===== src/rtl/amns_seq_pkg.sv =====
// Shared definitions for the AMNS vector sequencer.
//   seq_state_t   : sequencer FSM states
//   *_BASE        : operand word bases for the default N=5, s=4 build
//   load_words()  : number of operand words streamed into BRAM per run
//   word_to_byte(): BRAM word index to byte address
package amns_seq_pkg;

    typedef enum logic [2:0] {
        IDLE,
        LOAD,
        START,
        WAIT,
        READ,
        CMP,
        FINISH
    } seq_state_t;

    localparam int unsigned DEF_N      = 5;
    localparam int unsigned DEF_S      = 4;
    localparam int unsigned MP0_BASE   = 0;
    localparam int unsigned M_BASE     = DEF_N;
    localparam int unsigned A_BASE     = (DEF_S + 1) * DEF_N;
    localparam int unsigned B_BASE     = (2 * DEF_S + 1) * DEF_N;
    localparam int unsigned LOAD_WORDS = (3 * DEF_S + 1) * DEF_N;

    // M_prime_0 (n words) followed by M, A and B (n*s words each).
    function automatic int load_words(input int n, input int s_l);
        return (3 * s_l + 1) * n;
    endfunction

    function automatic logic [31:0] word_to_byte(input logic [31:0] word_idx);
        return {word_idx[29:0], 2'b00};
    endfunction

endpackage


===== src/rtl/amns_seq_stats.sv =====
// Run statistics for the AMNS vector sequencer.
// Inputs : clock_i, reset_i (async, active low), run_clr (new run accepted),
//          cyc_clr / cyc_inc (core latency counter control), timeout_set,
//          finish (end-of-run strobe), clean (no limb mismatches this run).
// Outputs: cycle_cnt, cyc_last (next increment reaches TIMEOUT), timeout,
//          pass, vec_cnt, pass_cnt.
module amns_seq_stats #(
    parameter int CNT_W   = 32,
    parameter int TIMEOUT = 100000
) (
    input  logic             clock_i,
    input  logic             reset_i,
    input  logic             run_clr,
    input  logic             cyc_clr,
    input  logic             cyc_inc,
    input  logic             timeout_set,
    input  logic             finish,
    input  logic             clean,
    output logic [CNT_W-1:0] cycle_cnt,
    output logic             cyc_last,
    output logic             timeout,
    output logic             pass,
    output logic [CNT_W-1:0] vec_cnt,
    output logic [CNT_W-1:0] pass_cnt
);

    logic run_ok;

    // The timeout flag is already registered by the time finish is seen.
    assign run_ok   = clean && !timeout;
    assign cyc_last = (cycle_cnt == CNT_W'(TIMEOUT - 1));

    always_ff @(posedge clock_i or negedge reset_i) begin
        if (!reset_i) begin
            cycle_cnt <= '0;
            timeout   <= 1'b0;
            pass      <= 1'b0;
            vec_cnt   <= '0;
            pass_cnt  <= '0;
        end else begin
            if (run_clr) begin
                cycle_cnt <= '0;
                timeout   <= 1'b0;
                pass      <= 1'b0;
            end
            if (cyc_clr) begin
                cycle_cnt <= '0;
            end
            if (cyc_inc) begin
                cycle_cnt <= cycle_cnt + 1'b1;
            end
            if (timeout_set) begin
                timeout <= 1'b1;
            end
            if (finish) begin
                vec_cnt <= vec_cnt + 1'b1;
                pass    <= run_ok;
                if (run_ok) begin
                    pass_cnt <= pass_cnt + 1'b1;
                end
            end
        end
    end

endmodule


===== src/rtl/amns_vector_sequencer.sv =====
// Drives one AMNS/FIOS Montgomery multiplier run from a limb stream:
// loads M_prime_0, M, A, B into BRAM, pulses the core start, times the core,
// then reads back the N*s result limbs and checks them against expected limbs
// taken from the same stream.
// Ports: clock_i/reset_i; run_i; limb stream vec_valid_i/vec_data_i/vec_ready_o;
//        BRAM port A bram_addr_o/bram_din_o/bram_we_o/bram_en_o/bram_dout_i;
//        core_start_o/core_done_i; status busy_o, done_o, pass_o, timeout_o,
//        mismatch_cnt_o, cycle_cnt_o, vec_cnt_o, pass_cnt_o.
//
// state  | meaning
// IDLE   | waiting for run_i
// LOAD   | writing streamed operand limbs into BRAM
// START  | one-cycle core start pulse
// WAIT   | counting core latency until done or timeout
// READ   | issuing one result-limb BRAM read
// CMP    | comparing read limb with the next expected stream limb
// FINISH | end-of-run pulse, statistics update
module amns_vector_sequencer
    import amns_seq_pkg::*;
#(
    parameter int LIMB_W   = 17,
    parameter int N        = 5,
    parameter int s        = 4,
    parameter int ADDR_W   = 32,
    parameter int RES_BASE = 0,
    parameter int CNT_W    = 32,
    parameter int TIMEOUT  = 100000
) (
    input  logic              clock_i,
    input  logic              reset_i,
    input  logic              run_i,
    input  logic              vec_valid_i,
    input  logic [LIMB_W-1:0] vec_data_i,
    output logic              vec_ready_o,
    output logic [ADDR_W-1:0] bram_addr_o,
    output logic [31:0]       bram_din_o,
    output logic [3:0]        bram_we_o,
    output logic              bram_en_o,
    input  logic [31:0]       bram_dout_i,
    output logic              core_start_o,
    input  logic              core_done_i,
    output logic              busy_o,
    output logic              done_o,
    output logic              pass_o,
    output logic              timeout_o,
    output logic [7:0]        mismatch_cnt_o,
    output logic [CNT_W-1:0]  cycle_cnt_o,
    output logic [CNT_W-1:0]  vec_cnt_o,
    output logic [CNT_W-1:0]  pass_cnt_o
);

    localparam int LOAD_W = load_words(N, s);
    localparam int RES_W  = N * s;
    localparam int K_W    = $clog2(LOAD_W + 1);
    localparam int R_W    = $clog2(RES_W + 1);

    seq_state_t     state_q, state_d;
    logic [K_W-1:0] k_q;
    logic [R_W-1:0] r_q;
    logic [7:0]     mis_q;

    logic run_acc, load_acc, cmp_acc, limb_bad;
    logic k_last, r_last;
    logic cyc_inc, cyc_last, timeout_set;

    assign run_acc  = (state_q == IDLE) && run_i;
    assign load_acc = (state_q == LOAD) && vec_valid_i;
    assign cmp_acc  = (state_q == CMP) && vec_valid_i;
    assign limb_bad = cmp_acc && (bram_dout_i[LIMB_W-1:0] != vec_data_i);
    assign k_last   = (k_q == K_W'(LOAD_W - 1));
    assign r_last   = (r_q == R_W'(RES_W - 1));

    generate
        if (LIMB_W < 32) begin : g_unused_dout
            logic unused_dout_hi;
            assign unused_dout_hi = ^bram_dout_i[31:LIMB_W];
        end
    endgenerate

    always_ff @(posedge clock_i or negedge reset_i) begin
        if (!reset_i) begin
            state_q <= IDLE;
            k_q     <= '0;
            r_q     <= '0;
            mis_q   <= '0;
        end else begin
            state_q <= state_d;
            if (run_acc) begin
                k_q   <= '0;
                mis_q <= '0;
            end
            if (load_acc) begin
                k_q <= k_q + 1'b1;
            end
            if ((state_q == WAIT) && core_done_i) begin
                r_q <= '0;
            end
            if (cmp_acc) begin
                r_q <= r_q + 1'b1;
            end
            if (limb_bad && (mis_q != 8'hFF)) begin
                mis_q <= mis_q + 8'd1;
            end
        end
    end

    always_comb begin
        state_d      = state_q;
        cyc_inc      = 1'b0;
        timeout_set  = 1'b0;
        vec_ready_o  = 1'b0;
        bram_en_o    = 1'b0;
        bram_we_o    = 4'h0;
        bram_addr_o  = '0;
        bram_din_o   = '0;
        core_start_o = 1'b0;
        case (state_q)
            IDLE: begin
                if (run_i) state_d = LOAD;
            end
            LOAD: begin
                vec_ready_o = 1'b1;
                if (load_acc) begin
                    bram_en_o   = 1'b1;
                    bram_we_o   = 4'hF;
                    bram_addr_o = ADDR_W'(word_to_byte(32'(k_q)));
                    bram_din_o  = 32'(vec_data_i);
                    if (k_last) state_d = START;
                end
            end
            START: begin
                core_start_o = 1'b1;
                state_d      = WAIT;
            end
            WAIT: begin
                // Done takes priority: a done seen on the last allowed cycle is a valid finish.
                if (core_done_i) begin
                    state_d = READ;
                end else begin
                    cyc_inc = 1'b1;
                    if (cyc_last) begin
                        timeout_set = 1'b1;
                        state_d     = FINISH;
                    end
                end
            end
            READ: begin
                bram_en_o   = 1'b1;
                bram_addr_o = ADDR_W'(word_to_byte(32'(RES_BASE) + 32'(r_q)));
                state_d     = CMP;
            end
            CMP: begin
                // BRAM is disabled here, so its output register keeps the read limb.
                vec_ready_o = 1'b1;
                if (cmp_acc) state_d = r_last ? FINISH : READ;
            end
            FINISH: begin
                state_d = IDLE;
            end
            default: begin
                state_d = IDLE;
            end
        endcase
    end

    assign busy_o         = (state_q != IDLE);
    assign done_o         = (state_q == FINISH);
    assign mismatch_cnt_o = mis_q;

    amns_seq_stats #(
        .CNT_W   (CNT_W),
        .TIMEOUT (TIMEOUT)
    ) u_stats (
        .clock_i     (clock_i),
        .reset_i     (reset_i),
        .run_clr     (run_acc),
        .cyc_clr     (state_q == START),
        .cyc_inc     (cyc_inc),
        .timeout_set (timeout_set),
        .finish      (state_q == FINISH),
        .clean       (mis_q == 8'd0),
        .cycle_cnt   (cycle_cnt_o),
        .cyc_last    (cyc_last),
        .timeout     (timeout_o),
        .pass        (pass_o),
        .vec_cnt     (vec_cnt_o),
        .pass_cnt    (pass_cnt_o)
    );

endmodule

===== config.mk =====
export PLATFORM = sky130hd
export DESIGN_NAME = amns_vector_sequencer
export DESIGN_NICKNAME = d
export VERILOG_FILES = /design/src/rtl/amns_seq_pkg.sv /design/src/rtl/amns_seq_stats.sv /design/src/rtl/amns_vector_sequencer.sv
export SDC_FILE = /design/constraint.sdc
export NUM_CORES = 1
export LEC_CHECK = 0
export ABC_AREA = 1
export CORE_ASPECT_RATIO = 1.4
export CORE_MARGIN = 5
export CORE_UTILIZATION = 45
export DETAILED_ROUTE_END_ITERATION = 16
export PLACE_DENSITY = 0.73
export SLEW_MARGIN = 0
export SYNTH_ARGS = -nofsm -noshare
export SYNTH_HDL_FRONTEND = slang
export SYNTH_SLANG_ARGS = --single-unit

===== constraint.sdc =====
create_clock -name clock_i -period 1.8 [get_ports clock_i]
set_input_delay 0.36 -clock clock_i [delete_from_list [all_inputs] [get_ports clock_i]]
set_output_delay 0.36 -clock clock_i [all_outputs]
set_load 0.01 [all_outputs]

* Yosys cells after proc, flatten, opt, wreduce, memory -nomap -nowiden *
Index checks and enable logic that the tools add are counted.

cells by class
  bitwise logic cells = 0
  equal/unequal tests = 16
  magnitude comparators = 0
  mux-type cells = 35
  divide/modulo/power cells = 0
  shift operators = 0
  reductions and logical operators = 20
  $add $sub $neg = 6
  multiply operators = 0

operators with widths
  kind                                             count
  adder 32 x 1 -> 32 bit, second input constant    3
  2-to-1 mux 32 bit                                3
  2-to-1 mux 17 bit                                2
  == test 32 x 17 -> 1 bit, second input constant  1
  2-to-1 mux 3 bit                                 6
  one-hot mux 3 bit (6 select lines)               1
  one-hot mux 9 bit (2 select lines)               1
  inequality test 17 bit                           1
  2-to-1 mux 8 bit                                 2
  2-to-1 mux 7 bit                                 2
  2-to-1 mux 1 bit                                 11
  2-to-1 mux 5 bit                                 2
  nonzero test 2 bit                               5
  == test 3 bit, second input constant             3
  2-to-1 mux 9 bit                                 1
  adder 8 x 1 -> 8 bit, second input constant      1
  logical NOT 8 bit                                1
  2-to-1 mux 4 bit                                 2
  inequality test 2 bit, second input constant     4
  inequality test 8 bit, second input constant     1
  adder 7 x 1 -> 7 bit, second input constant      1
  == test 7 bit, second input constant             1
  logical AND 1 bit                                7
  == test 3 x 2 -> 1 bit, second input constant    2
  12 further kinds                                 13

storage, ports and cells
  bits in writable memories = 0
  output and inout port bits = 179
  bits in registers = 121
  latch bits = 0
  word-level logic and storage cells = 86
  input port bits = 54
  bits in read-only memories = 0
  memories = 0

* Longest topological paths before layout *
Gate-level depths: netlist of the first run.

  word-level depth = 5
  gate-level depth with buffers = 11
  mapped depth without buffers = 11

* Hierarchy *
From an unflattened synthesis of the first run, not the netlist that was laid out.

second synthesis, totals
  cells, all modules = 1080
  area total of the unflattened synthesis = 7892.6 µm²

by module, submodules not included
  module                 cells each  area each (µm²)  times used  seq. area each (µm²)
  amns_seq_stats         751         5607.9           1           2452.4
  amns_vector_sequencer  329         2284.7           1           575.6

* Worst setup path before layout of the first run *
No wires, ideal clock.

  path type = register -> output
  start = register state_q[1]
  end = output port bram_addr_o[7]
  cell stages (with the launch flop) = 9
  buffers on the path = 3
  arrival = 1.359 ns
  slack = 0.081 ns
  required time = 1.440 ns
  path through = dfrtp_1 -> buf_4 -> inv_1 -> nand2_2 -> nor2_1 -> nand2_1 -> buf_2 -> buf_1 -> nor2_1

between the ends
  cells in the longest elaborated chain, start to end = 4
  elaborated cells between the ends (all ways) = 5
  classes of those cells = 2 x eq/ne; 2 x mux; 1 x reduce/logical

RTL lines
  what                                    RTL line                                                   source
  start, declared                         amns_vector_sequencer.sv:57                                seq_state_t state_q, state_d;
  start signal, assigned                  amns_vector_sequencer.sv:87                                state_q <= state_d;
  == test 3 x 1 -> 1 bit                  amns_vector_sequencer.sv:67, amns_vector_sequencer.sv:117
  logical AND 1 bit                       amns_vector_sequencer.sv:67                                assign load_acc = (state_q == LOAD) && vec_valid_i;
  2-to-1 mux 9 bit                        amns_vector_sequencer.sv:123                               if (load_acc) begin
  one-hot mux 9 bit (2 select lines) (*)  amns_vector_sequencer.sv:117                               case (state_q)
  end, declared                           amns_vector_sequencer.sv:35                                output logic [ADDR_W-1:0] bram_addr_o,

Every way passes the cells marked *; elsewhere a longest branch is shown, timed or not.

* Final worst setup path of the first run *
  start = register state_q[0]
  end = output port bram_addr_o[3]

Same word-level chain as after synthesis.

==> results of run 1 <==
## routing by layer
metal	track usage	vias up	share of wire
met2	0.422	290	0.53
met5	0	-	0
met1	0.268	3824	0.39
met4	0.106	0	0.031
met3	0.0312	64	0.049
li1	-	4065	-
## kinds of logic after synthesis
group                    Yosys count  synth area share
AO/OA/AOI/OAI                     85            0.0588
XOR/XNOR                          60            0.0664
adder cells (fa/ha/maj)            8            0.0126
buffers and inverters            209             0.124
flip-flops                       121             0.382
other                              1          0.000474
AND/OR/NAND/NOR                  641             0.355
## flip-flops by register name, summed over array words and instances (netlist names)
name / count
mismatch_cnt_o: 8
u_stats.timeout: 1
u_stats.pass_cnt: 32
r_q: 5
u_stats.cycle_cnt: 32
u_stats.vec_cnt: 32
state_q: 3
u_stats.pass: 1
k_q: 7
## power breakdown
group | switching, µW | internal, µW | total, µW | leakage [µW]
Sequential | 205 | 2920 | 3130 | 0.00163
Clock | 1270 | 2310 | 3580 | 0.000286
Combinational | 1500 | 1050 | 2550 | 0.00349
## cell usage in the layout (no fill, tap or decap), types with 5 or more instances in the layout
cell type        instances
xor2_1                  35
a21oi_1                 11
conb_1                  40
dlymetal6s2s_1          15
o21ai_1                  5
buf_6                    7
clkdlybuf4s50_1        113
o21ai_0                 48
nor2_4                  14
nand4_1                 35
nand3_1                 86
nor2_2                   9
inv_1                  144
dfrtp_2                 26
nor2_1                 128
clkinvlp_4               5
clkbuf_16               17
nor3_1                  37
ha_1                     8
buf_2                   30
xnor2_1                 24
o22ai_1                  8
buf_4                   90
nand2_1                298
nand2_2                 11
dlygate4sd2_1           15
dfrtp_1                 95
## layout make-up
class / count / area, µm²
fillers: 1514 / 6100
repair buffers: 277 / 2450
well taps: 236 / 295
clock inverters: 11 / 174
inverters: 151 / 579
flip-flops and latches: 121 / 3060
clock buffers: 20 / 437
multi-input cells: 834 / 4230
## worst max-delay path by stage
stage | start | endpoint
after floorplan | state_q[1] | bram_addr_o[7]
after global placement | vec_valid_i | bram_we_o[0]
after detailed placement | vec_valid_i | bram_we_o[1]
after CTS | state_q[1] | bram_addr_o[5]
after global routing | state_q[1] | u_stats.pass_cnt[12]
final | state_q[0] | bram_addr_o[3]
## critical path, delay by kind of cell (launching register included)
kind / cells / cell delay, ns
flip-flops: 1 / 0.44
buffers and inverters: 2 / 0.30
AND/OR/NAND/NOR: 2 / 0.23
AO/OA/AOI/OAI: 1 / 0.17
## per-stage QoR
| step | setup slack, ns | TNS [ns] |
|---|---|---|
| 6_report | -0.135 | -2.45 |
| 5_1_grt | -0.207 | -6.48 |
| 4_1_cts | -0.152 | -3.00 |
| 3_5_place_dp | -0.373 | -10.41 |
| 3_3_place_gp | -0.345 | -9.30 |
| 2_1_floorplan | 0.0813 | 0 |
## repair_timing
action	4_1_cts	5_1_grt
buffers inserted	10	25
setup endpoints to repair	75	105
hold buffers	1	0
hold endpoints to repair	28	0
pin swaps	2	19
gates resized for setup	166	82
==> out/metrics.yaml, run 1 <==
power_and_ir_drop:
  cellPowerDensity_nw_per_um2: 825
  p_leak_uw: 0.00541
  power_uw: 9260
  vdd_drop_max_v: 0.000735
hold_path:
  hp-class: "primary input to async pin"
floorplanning:
  die_h_um: 167
  fp.dieW_um: 122
  start_util: 0.457
  num_rows: 57
  ios: 233
  die_area_um2: 20400
  core_area_um2: 17300
layout:
  antenna_cells: 0
  final_util: 0.648
  final_cells: 1650
  final_layout_size_suffix_gt1_frac: 0.177
  syn2layout_area_growth_pct: 41.9
  final_area_um2: 11200
  fin_nets: 1464
grt:
  gr-total-overflow: 0
  track_usage: 0.233
  antenna_found_initial: 0
  grt_first_pass_wirelength_mm: 38.6
  grt_max_degree: 53
  grt_pass1_vias: 8226
clocking:
  cts_root_buffer: "clkbuf_16"
  cts.sinks: 121
  clk_pin_slew_ns: 0.06
  cts_tree: "built"
  htree_levels: 4
  cts-buffers-inserted: 17
  clockBufferDepth: 2
  insertion_delay_ns: 0.43
detailed_routing:
  ant_nets: 0
  dr.first_iter.drc_count: 501
  wl_mm: 23.8
  drt_pass1_iterations: 6
  drc: 0
  vias: 8243
  route.detailed.wl_per_inst_um: 14.4
  routed_via_density: 5.00
sta:
  rsz0062_at_grt: "yes"
  fin_crit_sh: 1.08
  skew_ns: 0.0143
  fin_hold_ws_ns: 0.420
  finalHoldViolCount: 0
  setup_violations: 34
  max_freq_mhz: 517
  setup_ws_ns: -0.135
  slew_violations: 0
  period_minus_slack_ns: 1.94
placement:
  place_inst: 1584
  placed_cell_area_um2: 10200
  dp_hpwl_mm: 17.7
  routabilityCongestion: 0.967
  io_buffers: 177
setup_path:
  path_max_fanout: 5
  r2r_setup_slack_ns: -0.06
  regToRegEndpoint: "u_stats.pass_cnt[18]"
  path_cells: "buf_4 > nor2_4 > nand2_2 > o22ai_2 > buf_2"
  cp-start-kind: "register"
  endpoint_kind: "output port"
  slowest_delay_ns: 0.44
  r2r-start: "state_q[2]"
  arrival_ns: 1.58
  cp_slowest_cell: "dfrtp_2"
  critPathKind: "register to output port"
  worstRegToRegCells: 9
  required_ns: 1.44
yosys:
  syn_area_um2: 7920
  synth_most_common_cell: "nand2_1"
  ys_seq_area_frac: 0.382
  syn_inst: 1125
  synth_seq_cells: 121
  yosysTopAreaCell: "dfrtp_1"
  ys_warn_count: 0
  synthFlopType: "dfrtp_1"
  ys_top_cells_by_area: "dfrtp_1 (38%), nand2_1 (15%), inv_1 (7.0%), nor2_1 (6.6%), nand3_1 (5.6%)"
  synth_top_area_share: 0.382
  async_reset_ff_frac: 1.00
  syn_avg_cell_area_um2: 7.04
  synth.distinct_cells: 41
  synthTopCellsByCount: "nand2_1 (307), inv_1 (148), nor2_1 (140), dfrtp_1 (121), nand3_1 (89)"
  synth_edf_count: 0
flow_run:
  max-cap-violations: 0
run_status:
  outcome: "finished with violations"
  failed_checks: "negative setup slack"
Power figures use the tool's default switching activity.
==> run 2, diff against run 1 <==
GPL_ROUTABILITY_DRIVEN = 0   (was unset)
==> run 2 against run 1 <==
- the flow still finishes with violations (negative setup slack)
- critical endpoint is now bram_din_o[15]
- cell count rose by 0.48%
- via count is 0.35% higher
- largest cell class unchanged
- first-iteration DRC count rose by 2.0%
- largest power group unchanged
==> out/metrics.yaml, run 2 (synthesis gave the netlist of run 1 again) <==
grt:
  gr-total-overflow: 0  # unchanged
  grt_max_degree: 42  # was 53
  grt_pass1_vias: 8078  # was 8226
  grt_first_pass_wirelength_mm: 38.0  # was 38.6 mm
  antenna_found_initial: 0  # unchanged
  track_usage: 0.229  # was 0.233
placement:
  io_buffers: 177  # unchanged
  dp_hpwl_mm: 18.0  # was 17.7 mm
power_and_ir_drop:
  vdd_drop_max_v: 0.000767  # was 0.000735 V
  p_leak_uw: 0.00570  # was 0.00541 µW
  p_int_uw: 6460  # was 6280 µW
  switching_share: 0.316  # was 0.322
  power_uw: 9450  # was 9260 µW
  combPwrFrac: 0.286  # was 0.275
  p_clk_frac: 0.384  # was 0.387
  pwr-share-seq: 0.330  # was 0.338
  cellPowerDensity_nw_per_um2: 830  # was 825 nW/µm²
  p_switching_uw: 2990  # was 2980 µW
sta:
  finalHoldViolCount: 0  # unchanged
  rsz0062_at_grt: "yes"  # unchanged
  setup_ws_ns: -0.134  # was -0.135 ns
  period_minus_slack_ns: 1.93  # was 1.94 ns
  max_freq_mhz: 517  # about the same
  skew_ns: 0.00805  # was 0.0143 ns
  setup_violations: 38  # was 34
  slew_violations: 0  # unchanged
  fin_crit_sh: 1.07  # was 1.08
setup_path:
  path_cells: "inv_2 > nand2_4 > nor2_4 > nand2_4 > clkbuf_16 > nor2_1 > buf_2"  # was buf_4 > nor2_4 > nand2_2 > o22ai_2 > buf_2
  endpoint_kind: "output port"  # unchanged
  cp_slowest_cell: "dfrtp_1"  # was dfrtp_2
  regToRegEndpoint: "u_stats.vec_cnt[31]"  # was u_stats.pass_cnt[18]
  slowest_delay_ns: 0.38  # was 0.44 ns
  cp_top_family: "buffers and inverters"  # was flip-flops
  cp-start-kind: "register"  # unchanged
  critPathKind: "register to output port"  # unchanged
  arrival_ns: 1.57  # was 1.58 ns
  r2r_setup_slack_ns: -0.10  # was -0.06 ns
  path_max_fanout: 13  # was 5
  r2r-start: "state_q[0]"  # was state_q[2]
  required_ns: 1.44  # about the same
  worstRegToRegCells: 10  # was 9
  cp_common_cell: "nand2_4"
  crit_buf_inv: 3  # was 2
layout:
  final_util: 0.657  # was 0.648
  syn2layout_area_growth_pct: 43.9  # was 41.9%
  mostFrequentLayoutCells: "nand2_1 (297), inv_1 (145), nor2_1 (124), clkdlybuf4s50_1 (100)"  # was nand2_1 (298), inv_1 (144), nor2_1 (128), clkdlybuf4s50_1 (113), dfrtp_1 (95)
  reg.largest.list: "u_stats.cycle_cnt: 32 flops, u_stats.pass_cnt: 32 flops, u_stats.vec_cnt: 32 flops"  # unchanged
  antenna_cells: 0  # unchanged
  final_common_cell: "nand2_1"  # unchanged
  final_layout_size_suffix_gt1_frac: 0.181  # was 0.177
  fin_nets: 1471  # was 1464
floorplanning:
  core_area_um2: 17300  # unchanged
  num_rows: 57  # unchanged
  fp.dieW_um: 122  # unchanged
  die_area_um2: 20400  # unchanged
  die_h_um: 167  # unchanged
  ios: 233  # unchanged
  start_util: 0.457  # unchanged
run_status:
  failed_checks: "negative setup slack"  # unchanged
  outcome: "finished with violations"  # unchanged
clocking:
  cts_root_buffer: "clkbuf_16"  # unchanged
  cts.sinks: 121  # unchanged
  clockBufferDepth: 2  # unchanged
  clk_pin_slew_ns: 0.06  # about the same
  insertion_delay_ns: 0.42  # was 0.43 ns
  htree_levels: 4  # unchanged
  cts-buffers-inserted: 17  # unchanged
  cts_tree: "built"  # unchanged
detailed_routing:
  wl_mm: 24.0  # was 23.8 mm
  route.detailed.wl_per_inst_um: 14.5  # was 14.4 µm
  drc: 0  # unchanged
  drt_pass1_iterations: 5  # was 6
  routed_via_density: 4.99  # was 5.00
  ant_nets: 0  # unchanged
  dr.first_iter.drc_count: 511  # was 501
  vias: 8272  # was 8243
hold_path:
  hp-class: "primary input to async pin"  # unchanged
flow_run:
  max-cap-violations: 0  # unchanged
-- run 2: changes by cell type in the layout (fill, tap and decap cells not counted), sizes merged --
cell / change
dlymetal6s2s: +12
inv: +3
clkinv: -1
clkinvlp: -2
clkdlybuf4s50: -13
dlygate4sd2: +1
buf: +6
clkbuf: +2
-- run 2: what timing repair did --
item                                    in CTS  in global routing
hold buffers                                 1                  0
cloned                                       0                  2
pin swaps                                    2                 16
endpoints found under the hold margin       23                  0
resized for setup                          173                 98
endpoints found under the setup margin      71                121
buffers inserted                             9                 30
-- run 2: final cells by class --
type	instances	area [µm²]
sequential	121	3060
fill	1490	5940
multi-input combinational	834	4240
timing repair buffer	284	2610
clock inverter	11	170
inverter	151	572
tap	236	295
clock buffer	21	450
-- run 2: power groups by stage --
| stage | sequential (µW) | clock [µW] | combinational, µW |
|---|---|---|---|
| 4_1_cts | 3110 | 3670 | 2350 |
| 5_1_grt | 3150 | 3800 | 2970 |
| 2_1_floorplan | 3200 | 0 | 1240 |
| 3_5_place_dp | 3140 | 0 | 2410 |
| 6_report | 3120 | 3630 | 2700 |
| 3_3_place_gp | 3150 | 0 | 2390 |
-- run 2: how the worst max path moves through the flow --
| stage | cells after the start | slack (ns) | start | to |
|---|---|---|---|---|
| 6_report | 7 | -0.13 | state_q[1] | bram_din_o[15] |
| 2_1_floorplan | 8 | 0.08 | state_q[1] | bram_addr_o[7] |
| 4_1_cts | 5 | -0.15 | state_q[1] | busy_o |
| 3_3_place_gp | 5 | -0.35 | vec_valid_i | bram_we_o[0] |
| 3_5_place_dp | 5 | -0.38 | vec_valid_i | bram_addr_o[6] |
| 5_1_grt | 7 | -0.22 | state_q[1] | bram_addr_o[8] |
-- run 2: metrics by stage --
stage	setup slack, ns	cell area, µm²	hold slack, ns	cells	setup TNS (ns)
floorplan	0.0813	8060	0.0644	1164	0
global placement	-0.346	10200	0.329	1584	-9.84
detailed placement	-0.381	10200	0.327	1584	-10.74
CTS	-0.148	10800	0.461	1626	-2.51
global route	-0.223	11400	0.485	1658	-7.71
finish	-0.134	11400	0.461	1658	-3.54
-- run 2: worst reg2reg max path, cell delays in order (launching register included) --
cell     delay (ns)
dfrtp_2        0.45
buf_4          0.15
buf_6          0.13
inv_4          0.06
nand3_4        0.14
nor2_4         0.13
nand2_2        0.08
nor2_4         0.18
nand4_1        0.23
o21ai_1        0.18
nand2_1        0.06
-- run 2: routing by layer --
| layer | vias up | GRT usage | routed length [µm] |
|---|---|---|---|
| li1 | 4086 | - | - |
| met1 | 3824 | 0.259 | 9260 |
| met2 | 286 | 0.413 | 12600 |
| met3 | 76 | 0.0451 | 1260 |
| met4 | 0 | 0.101 | 863 |
| met5 | - | 0 | 0 |
